### src/rtl/serial_subtractor.sv
// Bit-serial subtractor d = a - b - bin, LSB first, one bit per clock.
// Define SUB_OVF_EN to add the registered signed-overflow output ovf.
module serial_subtractor #(
    parameter int WIDTH = 4
) (
    input  logic             clk,
    input  logic             rst_n,
    input  logic             start,
    input  logic [WIDTH-1:0] a,
    input  logic [WIDTH-1:0] b,
    input  logic             bin,
    output logic             busy,
    output logic             done,
    output logic [WIDTH-1:0] d,
    output logic             bout
`ifdef SUB_OVF_EN
    ,
    output logic             ovf
`endif
);

    localparam int CW = (WIDTH > 2) ? $clog2(WIDTH) : 1;

    typedef enum logic [1:0] {
        S_IDLE,
        S_RUN,
        S_DONE
    } state_t;

    state_t           r_state;
    state_t           w_next;
    logic [WIDTH-1:0] r_a;
    logic [WIDTH-1:0] r_b;
    logic [WIDTH-1:0] r_res;
    logic             r_br;
    logic [CW-1:0]    r_cnt;

    logic             w_ai;
    logic             w_bi;
    logic             w_diff;
    logic             w_br_nx;
    logic             w_last;
    logic             w_load;

    assign w_ai    = r_a[r_cnt];
    assign w_bi    = r_b[r_cnt];
    assign w_diff  = w_ai ^ w_bi ^ r_br;
    assign w_br_nx = (~w_ai & w_bi) | (~(w_ai ^ w_bi) & r_br);
    assign w_last  = (r_cnt == CW'(WIDTH - 1));
    // start is accepted in IDLE and in DONE (back-to-back issue)
    assign w_load  = start && (r_state != S_RUN);

    always_ff @(posedge clk or negedge rst_n) begin
        if (!rst_n) begin
            r_state <= S_IDLE;
        end else begin
            r_state <= w_next;
        end
    end

    always_comb begin
        w_next = r_state;
        unique case (r_state)
            S_IDLE:  w_next = start ? S_RUN : S_IDLE;
            S_RUN:   w_next = w_last ? S_DONE : S_RUN;
            S_DONE:  w_next = start ? S_RUN : S_IDLE;
            default: w_next = S_IDLE;
        endcase
    end

    always_comb begin
        busy = (r_state == S_RUN);
    end

    always_ff @(posedge clk or negedge rst_n) begin
        if (!rst_n) begin
            r_a   <= '0;
            r_b   <= '0;
            r_res <= '0;
            r_br  <= 1'b0;
            r_cnt <= '0;
        end else if (w_load) begin
            r_a   <= a;
            r_b   <= b;
            r_res <= '0;
            r_br  <= bin;
            r_cnt <= '0;
        end else if (r_state == S_RUN) begin
            r_res <= {w_diff, r_res[WIDTH-1:1]};
            r_br  <= w_br_nx;
            r_cnt <= r_cnt + CW'(1);
        end
    end

    // Results publish on the edge leaving DONE, together with the done pulse
    always_ff @(posedge clk or negedge rst_n) begin
        if (!rst_n) begin
            done <= 1'b0;
            d    <= '0;
            bout <= 1'b0;
        end else begin
            done <= (r_state == S_DONE);
            if (r_state == S_DONE) begin
                d    <= r_res;
                bout <= r_br;
            end
        end
    end

`ifdef SUB_OVF_EN
    always_ff @(posedge clk or negedge rst_n) begin
        if (!rst_n) begin
            ovf <= 1'b0;
        end else if (r_state == S_DONE) begin
            ovf <= (r_a[WIDTH-1] != r_b[WIDTH-1]) &&
                   (r_res[WIDTH-1] != r_a[WIDTH-1]);
        end
    end
`endif

endmodule

### config.mk
export PLATFORM = sky130hd
export DESIGN_NAME = serial_subtractor
export DESIGN_NICKNAME = d
export VERILOG_FILES = /design/src/rtl/serial_subtractor.sv
export SDC_FILE = /design/constraint.sdc
export NUM_CORES = 1
export LEC_CHECK = 0
export BUFFER_PORTS_ARGS = -buffer_cell sky130_fd_sc_hd__buf_2
export CORE_UTILIZATION = 52
export CTS_CLUSTER_DIAMETER = 100
export DETAILED_ROUTE_END_ITERATION = 7
export PLACE_DENSITY = 0.81
export SLEW_MARGIN = 0
export SYNTH_ARGS = -nofsm -noshare
export SYNTH_HDL_FRONTEND = slang
export SYNTH_SLANG_ARGS = --single-unit
### constraint.sdc
create_clock -name clk -period 2.3 [get_ports clk]
set_clock_uncertainty 0.15 [all_clocks]
set_input_delay 0.23 -clock clk [delete_from_list [all_inputs] [get_ports clk]]
set_output_delay 0.23 -clock clk [all_outputs]
set_load 0.05 [all_outputs]
==> metrics.md, run 1 <==
| Metric | Value |
|---|---|
| Result of the run | `finished, final reports clean` |
| Crit path DAT | `1960 ps` |
| Residual DRC | `0` |
| Combined area of all synthesized cells | `974.7 µm²` |
| Clk root buf | `sky130_fd_sc_hd__clkbuf_4` |
| Summed area of non-filler cells in the final layout | `1164 µm²` |
| Combined global-route utilization of all metal layers | `0.1715` |
| List of most frequent post-synthesis cells | `sky130_fd_sc_hd__dfrtp_1 (23), sky130_fd_sc_hd__nand2_1 (9), sky130_fd_sc_hd__mux2_2 (8), sky130_fd_sc_hd__nand3_1 (6), sky130_fd_sc_hd__mux2_4 (5)` |
| Average wire per cell in the routed design | `12.83 µm` |
| IO Port Bufs | `18` |
| Post_cts resized | `0` |
| Sum of negative setup slack | `0 ps` |
| Ratio of routed vias to standard cells | `5.000` |
| Startpoint Class | `flip-flop` |
| Post-layout minimum cycle time | `1882 ps` |
| Height of the chip | `45.30 µm` |
| Core region area | `1745 µm²` |
| Predominant post-synthesis flop cell | `sky130_fd_sc_hd__dfrtp_1` |
| Proportion of synthesized flip-flops having asynchronous set or reset | `1.000` |
| Maximum number of pins on one net before global-route repair | `24` |
| Final setup violation count | `0` |
| DRT antenna net count | `0` |
| WP data required | `2380 ps` |
| Area fraction of the dominant cell type after synthesis | `0.5905` |
| Register bit count reported by yosys | `23` |
| Period utilisation layout | `0.8184` |
| Horizontal extent of the die | `45.30 µm` |
| Leakage component of the power | `0.0005862 µW` |
| Transition at the pin with the smallest max-transition slack | `502.4 ps` |
| Count of hold-fix buffers inserted at cts | `5` |
| Maximum fanout encountered on the critical timing path | `5` |
| Bufs on Longest Clock Path | `2` |
| Number of distinct library cells after synthesis | `19` |
| Top-level port count | `19` |
| Area growth syn-to-layout | `19.38%` |
| H-Tree Depth | `1` |
| CTS tree | `done` |
| Synthesized area divided by synthesized cell count | `13.92 µm²` |
| Number of global-route vias before repair | `608` |
| Number of synthesized flops with an enable pin | `0` |
| Initial DRT Pass Iterations | `2` |
| Routability Congestion | `0.7876` |
| Count of nets after finishing | `111` |
| Sequential-to-total area share from yosys stat | `0.5905` |
| Count of standard-cell rows | `15` |
| Overall power consumption | `1659 µW` |
| Total via count in the routed design | `605` |
| Total routed wirelength | `1552 µm` |
| DRC marker count from the first detailed-route iteration | `8` |
| Critical path capture point type | `flip-flop` |
| Biggest area contributors in the synthesized netlist | `sky130_fd_sc_hd__dfrtp_1 (59%), sky130_fd_sc_hd__mux2_2 (9.2%), sky130_fd_sc_hd__mux2_4 (7.7%), sky130_fd_sc_hd__mux4_2 (4.6%), sky130_fd_sc_hd__nand2_1 (3.5%)` |
| Total of max-cap violations | `0` |
| Most frequent cell after synthesis | `sky130_fd_sc_hd__dfrtp_1` |
| Tightest slew margin relative to the limit | `0.6651` |
| Areal power density over the cells | `1425 nW/µm²` |
| Buffers inserted during post-CTS setup optimization | `0` |
| Biggest area consumer among synthesized cells | `sky130_fd_sc_hd__dfrtp_1` |
| Number of sinks handled by clock tree synthesis | `23` |
| Hold_ws | `7.609 ps` |
| Yosys Warn Count | `0` |
| Instance area at placement | `1077 µm²` |
| Number of standard cells after synthesis | `70` |
| Number of failing hold endpoints at the final stage | `0` |
| Antenna violations before repair | `0` |
| Crit Path Category | `flip-flop to flip-flop` |
| Type of the tightest min-delay check | `input port to flip-flop` |
| Ant. Diodes | `0` |
| Top achievable clock speed | `531.3 MHz` |
| Synthesized Nets | `84` |
| Total Die Area | `2052 µm²` |
| Clock input transition at the sequential cells of the worst setup and hold paths | `110 ps` |
| VDD IR max | `0.7474 mV` |
| Setup repair after global routing missed its margin | `false` |
| Final Slew Violations | `0` |
| Clock latency reported for the late side of the worst-skew pair | `300 ps` |
| Global route overflow | `0` |
| Fraction of layout cells with a size suffix above 1 | `0.4063` |
| Global-route wire length before repair | `2435 µm` |
| Starting Density | `0.5584` |
| Cts bufs inserted | `3` |
sequential cells by signal, indices dropped and copies added, names as in the netlist:
signal,count
r_br,1
r_b,4
done,1
r_cnt,2
r_a,4
bout,1
d,4
r_state,2
r_res,4
layer usage:
metal | part of all wire | track usage | vias to the layer above
met2 | 0.51 | 0.2870 | 16
met5 | 0 | 0 | -
met1 | 0.45 | 0.2063 | 296
met3 | 0.024 | 0.03600 | 4
li1 | - | - | 289
met4 | 0.015 | 0.09091 | 0
layout by cell type (no fill, tap or decap), drive strengths merged:
cell and n:
clkbuf 4, o22ai 1, ha 1, buf 18
inv 4, fa 1, mux2i 1, nand2b 2
nand3 6, dfrtp 23, nand2 10, dlygate4sd3 6
o21ai 3, mux4 2, mux2 13, and2 1
critical path, cell delays in order, from the launching register on:
cell and delay (ps):
sky130_fd_sc_hd__dfrtp_1 470, sky130_fd_sc_hd__mux4_2 520, sky130_fd_sc_hd__inv_1 90, sky130_fd_sc_hd__fa_1 410, sky130_fd_sc_hd__o21ai_0 170
power by group:
| part | internal, µW | switching (µW) | total [µW] | leakage [µW] |
|---|---|---|---|---|
| combinational | 324 | 435 | 758 | 0.000290 |
| sequential | 595 | 127 | 722 | 0.000281 |
| clock | 67.6 | 111 | 178 | 0.0000150 |
| total | 986 | 672 | 1660 | 0.000586 |
layout make-up:
cell class                 count  area [µm²]
clock buffer                   4       26.28
inverter                       4       15.01
tap                           25       31.28
fill                         139       581.8
timing repair buffer          24       150.1
multi-input combinational     41       365.4
sequential                    23       575.6
cell families after synthesis:
logic type                 Yosys count  share of synthesized area
adders and majority gates            2                    0.03337
and+or+nand+nor                     19                    0.09372
AOI/OAI and AO/OA                    4                    0.02182
muxes                               16                     0.2259
buffers and inverters                6                    0.03466
DFF                                 23                     0.5905
stage by stage:
| stage | setup slack [ps] | cells | util |
|---|---|---|---|
| 6_report | 417.7 | 121 | 0.6667 |
| 5_1_grt | 331.5 | 121 | 0.6667 |
| 4_1_cts | 407.0 | 120 | 0.6609 |
| 3_5_place_dp | 430.6 | 111 | 0.6172 |
| 3_3_place_gp | 514.8 | 111 | 0.6172 |
| 2_1_floorplan | 534.1 | 70 | - |
path summary, 6_finish.rpt:
kind,startpoint,endpoint,slack [ps],cells after the start
worst min-delay path,b[1],r_b[1],8,2
worst max-delay path,r_cnt[0],r_res[3],420,4
worst min register to register,r_res[1],r_res[0],360,2
min in group asynchronous,rst_n,d[0],270,2
worst max register to register,r_cnt[0],r_res[3],420,4
max in group asynchronous,rst_n,r_a[0],1390,2
(Power assumes the default switching activity.)
==> run 2, diff against run 1 <==
- CORE_UTILIZATION: 52 -> 47
- PLACE_DENSITY: 0.81 -> 0.77
- clock period: 2.3 -> 1.7 ns (I/O delays scaled with it)
==> metrics.md, run 2 (synthesized netlist as in run 1, its figures left out) <==
| Metric | Value |
|---|---|
| Crit path DAT | `1880 ps` |
| Clock input transition at the sequential cells of the worst setup and hold paths | `130 ps` |
| Buffers inserted during post-CTS setup optimization | `0` |
| Startpoint Class | `flip-flop` |
| Period utilisation layout | `1.043` |
| Average wire per cell in the routed design | `12.45 µm` |
| Post-layout minimum cycle time | `1773 ps` |
| Tightest slew margin relative to the limit | `0.6729` |
| Sw frac | `0.4043` |
| Critical path capture point type | `flip-flop` |
| Ant. Diodes | `0` |
| Number of global-route vias before repair | `629` |
| Clock latency reported for the late side of the worst-skew pair | `310 ps` |
| Share of total power in combinational logic | `0.475` |
| Total of max-cap violations | `0` |
| Combined global-route utilization of all metal layers | `0.1768` |
| Top-level port count | `19` |
| Top achievable clock speed | `564.1 MHz` |
| H-Tree Depth | `1` |
| HPWL reported at the end of detailed placement | `1141 µm` |
| Most frequent cells in the layout | `sky130_fd_sc_hd__dfrtp_1 (23), sky130_fd_sc_hd__buf_2 (17), sky130_fd_sc_hd__nand2_1 (9), sky130_fd_sc_hd__dlygate4sd3_1 (9), sky130_fd_sc_hd__mux2_2 (8)` |
| Cell-by-cell listing of the critical path | `mux4_2, inv_2, fa_1, o21ai_1` |
| DRT antenna net count | `0` |
| Result of the run | `finished with violations` |
| Type of the tightest min-delay check | `input port to flip-flop` |
| Total Die Area | `2260 µm²` |
| Count of nets after finishing | `116` |
| Relative contribution of the clock network to total power | `0.109` |
| Number of placed instances with taps included | `115` |
| Overall power consumption | `2325 µW` |
| Hold_ws | `4.060 ps` |
| Number of failing hold endpoints at the final stage | `0` |
| Pint | `1385 µW` |
| Horizontal extent of the die | `47.54 µm` |
| WP data required | `1800 ps` |
| Starting Density | `0.4968` |
| Bufs on Longest Clock Path | `2` |
| Maximum number of pins on one net before global-route repair | `24` |
| Global route overflow | `0` |
| Fraction of layout cells with a size suffix above 1 | `0.4257` |
| Peak per-stage delay on the critical path | `520 ps` |
| Minimum setup slack in the final design | `-72.80 ps` |
| Slowest cell on crit path | `sky130_fd_sc_hd__mux4_2` |
| Ratio of routed vias to standard cells | `4.852` |
| Total via count in the routed design | `621` |
| Routability Congestion | `0.7487` |
| Number of sinks handled by clock tree synthesis | `23` |
| Antenna violations before repair | `0` |
| IO Port Bufs | `18` |
| Core region area | `1962 µm²` |
| Net switching power figure | `939.9 µW` |
| Most common library cell in the layout ignoring fill and taps | `sky130_fd_sc_hd__dfrtp_1` |
| Final Slew Violations | `0` |
| Initial DRT Pass Iterations | `3` |
| DRC marker count from the first detailed-route iteration | `6` |
| Cell Count, Final, Fillers Out | `128` |
| Cts bufs inserted | `3` |
| Count of standard-cell rows | `16` |
| Total routed wirelength | `1593 µm` |
| Failing checks | `negative setup slack` |
| Part of the total power dissipated in sequential elements | `0.416` |
| Clk root buf | `sky130_fd_sc_hd__clkbuf_4` |
| Height of the chip | `47.54 µm` |
| Leakage component of the power | `0.0006111 µW` |
| Crit path buf inv count | `1` |
| Setup repair after global routing missed its margin | `true` |
| Largest delay contributor family on the critical path | `multiplexers` |
| Residual DRC | `0` |
| VDD IR max | `1.031 mV` |
| Areal power density over the cells | `1914 nW/µm²` |
| Crit Path Category | `flip-flop to flip-flop` |
| CTS tree | `done` |
| Final setup violation count | `2` |
| Area growth syn-to-layout | `24.65%` |
| Maximum fanout encountered on the critical timing path | `3` |
| Global-route wire length before repair | `2670 µm` |
| Transition at the pin with the smallest max-transition slack | `490.6 ps` |
run 2: cell types whose count changed in the layout (fill, tap and decap cells not counted), sizes merged:
cell         previous run  this run
dlygate4sd3             6         9
buf                    18        19
clkinv                  0         1
run 2: power groups by stage:
stage          clock [µW]  combinational [µW]  sequential, µW
2_1_floorplan           0                 650            1160
4_1_cts               257                1110             975
3_5_place_dp            0                1090             990
3_3_place_gp            0                1040             971
5_1_grt               287                1230            1010
6_report              254                1100             967
run 2: worst paths after layout:
kind	slack, ps	depth (start not counted)	to	startpoint
min in group asynchronous	200	2	r_res[2]	rst_n
worst min-delay path	4	3	r_br	bin
worst min register to register	360	2	r_res[2]	r_res[3]
worst max-delay path	-70	4	r_res[3]	r_cnt[0]
max in group asynchronous	870	2	r_b[0]	rst_n
worst max register to register	-70	4	r_res[3]	r_cnt[0]
run 2: worst register-to-register path: cells and delay by family (launching register included):
family                   cells  cell delay [ps]
multiplexers                 1              520
flip-flops                   1              430
adder cells (fa/ha/maj)      1              410
AO/OA/AOI/OAI                1              130
buffers and inverters        1               70
run 2: stage by stage:
step | area [µm²] | worst slack (ps) | setup TNS (ps) | utilization
after global placement | 1095 | -6.800 | -6.800 | 0.5580
final | 1215 | -72.80 | -86.20 | 0.6193
after CTS | 1212 | -91.68 | -126.4 | 0.6180
after floorplan | 974.7 | -34.05 | -34.05 | -
after detailed placement | 1095 | -64.68 | -82.08 | 0.5580
after global routing | 1215 | -165.8 | -256.9 | 0.6193
run 2: cell type report:
| cell class | count | area, µm² |
|---|---|---|
| Clock buffer | 3 | 22.52 |
| Clock inverter | 1 | 5.005 |
| Fill cell | 180 | 747.0 |
| Inverter | 4 | 15.01 |
| Multi-Input combinational cell | 41 | 365.4 |
| Sequential cell | 23 | 575.6 |
| Tap cell | 27 | 33.78 |
| Timing Repair Buffer | 29 | 197.7 |
run 2: repair_timing:
action                     CTS  global route
setup endpoints to repair    2             3
resized for setup            0             2
hold buffers                 9             0
hold endpoints to repair    31             0
run 2: layer usage:
metal | global-route usage | vias to the layer above | routed length (µm)
li1 | - | 304 | -
met1 | 0.2165 | 296 | 720
met2 | 0.3014 | 17 | 798
met3 | 0.03396 | 4 | 44
met4 | 0.08333 | 0 | 29
met5 | 0 | - | 0
==> run 3, diff against run 2 <==
- RECOVER_POWER: default -> 50
==> metrics.md, run 3 (synthesized netlist as in run 1, its figures left out) <==
| Metric | Value |
|---|---|
| Result of the run | `finished with violations` |
| Failing checks | `negative setup slack` |
| Core region area | `1962 µm²` |
| Startpoint Class | `flip-flop` |
| Ant. Diodes | `0` |
| Total of max-cap violations | `0` |
| Fraction of layout cells with a size suffix above 1 | `0.4257` |
| Cts bufs inserted | `3` |
| DRT antenna net count | `0` |
| Worst setup path start | `r_cnt[0]` |
| Residual DRC | `0` |
| Total Die Area | `2260 µm²` |
| Reg2Reg Setup Slack | `-70 ps` |
| Number of failing hold endpoints at the final stage | `0` |
| Count of nets after finishing | `116` |
| Buffers inserted during post-CTS setup optimization | `0` |
| Clock input transition at the sequential cells of the worst setup and hold paths | `130 ps` |
| Count of standard-cell rows | `16` |
| Minimum setup slack in the final design | `-72.80 ps` |
| H-Tree Depth | `1` |
| Final Slew Violations | `0` |
| Routability Congestion | `0.7487` |
| Bufs on Longest Clock Path | `2` |
| Startpoint of the worst register-to-register path | `r_cnt[0]` |
| R2r endpoint | `r_res[3]` |
| Cell depth of the worst flop-to-flop path | `4` |
| Combined global-route utilization of all metal layers | `0.1768` |
| VDD IR max | `1.031 mV` |
| Crit Path Category | `flip-flop to flip-flop` |
| Final core utilization | `0.6193` |
| Overall power consumption | `2325 µW` |
| Horizontal extent of the die | `47.54 µm` |
| Area growth syn-to-layout | `24.65%` |
| Maximum fanout encountered on the critical timing path | `3` |
| WP data required | `1800 ps` |
| Top-level port count | `19` |
| Most common library cell in the layout ignoring fill and taps | `sky130_fd_sc_hd__dfrtp_1` |
| Critical path endpoint | `r_res[3]` |
| DRC marker count from the first detailed-route iteration | `6` |
| Crit path DAT | `1880 ps` |
| Maximum number of pins on one net before global-route repair | `24` |
| Initial DRT Pass Iterations | `3` |
| Leakage component of the power | `0.0006113 µW` |
| Sum of negative setup slack | `-86.20 ps` |
| Total via count in the routed design | `621` |
| Number of fillers in the final layout | `180` |
| Critical path capture point type | `flip-flop` |
| CTS tree | `done` |
| HPWL reported at the end of detailed placement | `1141 µm` |
| Global-route wire length before repair | `2670 µm` |
| Number of sinks handled by clock tree synthesis | `23` |
| Areal power density over the cells | `1913 nW/µm²` |
| Final setup violation count | `2` |
| Average wire per cell in the routed design | `12.44 µm` |
| Clk root buf | `sky130_fd_sc_hd__clkbuf_4` |
| Height of the chip | `47.54 µm` |
| Type of the tightest min-delay check | `input port to flip-flop` |
| Antenna violations before repair | `0` |
| IO Port Bufs | `18` |
| Most frequent cells in the layout | `sky130_fd_sc_hd__dfrtp_1 (23), sky130_fd_sc_hd__buf_2 (16), sky130_fd_sc_hd__nand2_1 (9), sky130_fd_sc_hd__dlygate4sd3_1 (9), sky130_fd_sc_hd__mux2_2 (8)` |
| Transition at the pin with the smallest max-transition slack | `546.1 ps` |
| Starting Density | `0.4968` |
| Top achievable clock speed | `564.1 MHz` |
| Summed area of non-filler cells in the final layout | `1215 µm²` |
| Number of global-route vias before repair | `629` |
| Tightest slew margin relative to the limit | `0.6360` |
| Total routed wirelength | `1592 µm` |
| Ratio of routed vias to standard cells | `4.852` |
| Post-layout minimum cycle time | `1773 ps` |
| Instance area at placement | `1095 µm²` |
| Setup repair after global routing missed its margin | `true` |
| Worst slack, placed | `-64.68 ps` |
| Clock latency reported for the late side of the worst-skew pair | `310 ps` |
| Period utilisation layout | `1.043` |
| Global route overflow | `0` |
## run 3: changes by cell type in the layout (fill, tap and decap cells not counted), sizes merged
| cell | before | now |
|---|---|---|
| buf | 19 | 18 |
| clkbuf | 4 | 5 |
## run 3: power breakdown
part	internal, µW	switching (µW)	total, µW
logic	492	612	1100
clock network	87.9	166	254
registers	805	162	967
total	1380	940	2320
## run 3: repair_timing
item	CTS	global route
hold buffers	9	0
pin swaps	0	0
cloned	0	0
hold endpoints to repair	31	0
resized for setup	0	2
setup endpoints to repair	2	3
## run 3: area by class of cell
cell class              instances  area (µm²)  share of cell area
flip-flops and latches         23       575.6              0.4737
well taps                      27       33.78             0.02781
multi-input cells              41       365.4              0.3007
repair buffers                 29       197.7              0.1627
inverters                       4       15.01             0.01236
clock inverters                 1       5.005            0.004119
clock buffers                   3       22.52             0.01854
## run 3: stage by stage
stage / hold WS, ps / cells
3_3_place_gp: 5.075 / 115
3_5_place_dp: 18.46 / 115
6_report: 4.060 / 128
2_1_floorplan: -275.6 / 70
4_1_cts: 38.37 / 128
5_1_grt: 36.01 / 128
## run 3: routing by layer
layer / wire (µm) / part of all wire / up-vias / track usage
met5: 0 / 0 / - / 0
met4: 29 / 0.018 / 0 / 0.08333
met3: 44 / 0.028 / 4 / 0.03396
met2: 797 / 0.50 / 17 / 0.3014
met1: 720 / 0.45 / 296 / 0.2165
li1: - / - / 304 / -
## run 3: worst min-delay path by stage
stage | startpoint | end | slack [ps] | cells after the start
CTS | bin | r_br | 40 | 3
floorplan | rst_n | bout | -280 | 0
detailed placement | rst_n | bout | 20 | 1
global placement | rst_n | bout | 5 | 1
global route | bin | r_br | 40 | 3
finish | bin | r_br | 4 | 3
## run 3: worst max-delay path, cell delays in order, from the launching register on
cell                      delay, ps
sky130_fd_sc_hd__dfrtp_1        430
sky130_fd_sc_hd__mux4_2         520
sky130_fd_sc_hd__inv_2           70
sky130_fd_sc_hd__fa_1           410
sky130_fd_sc_hd__o21ai_1        130
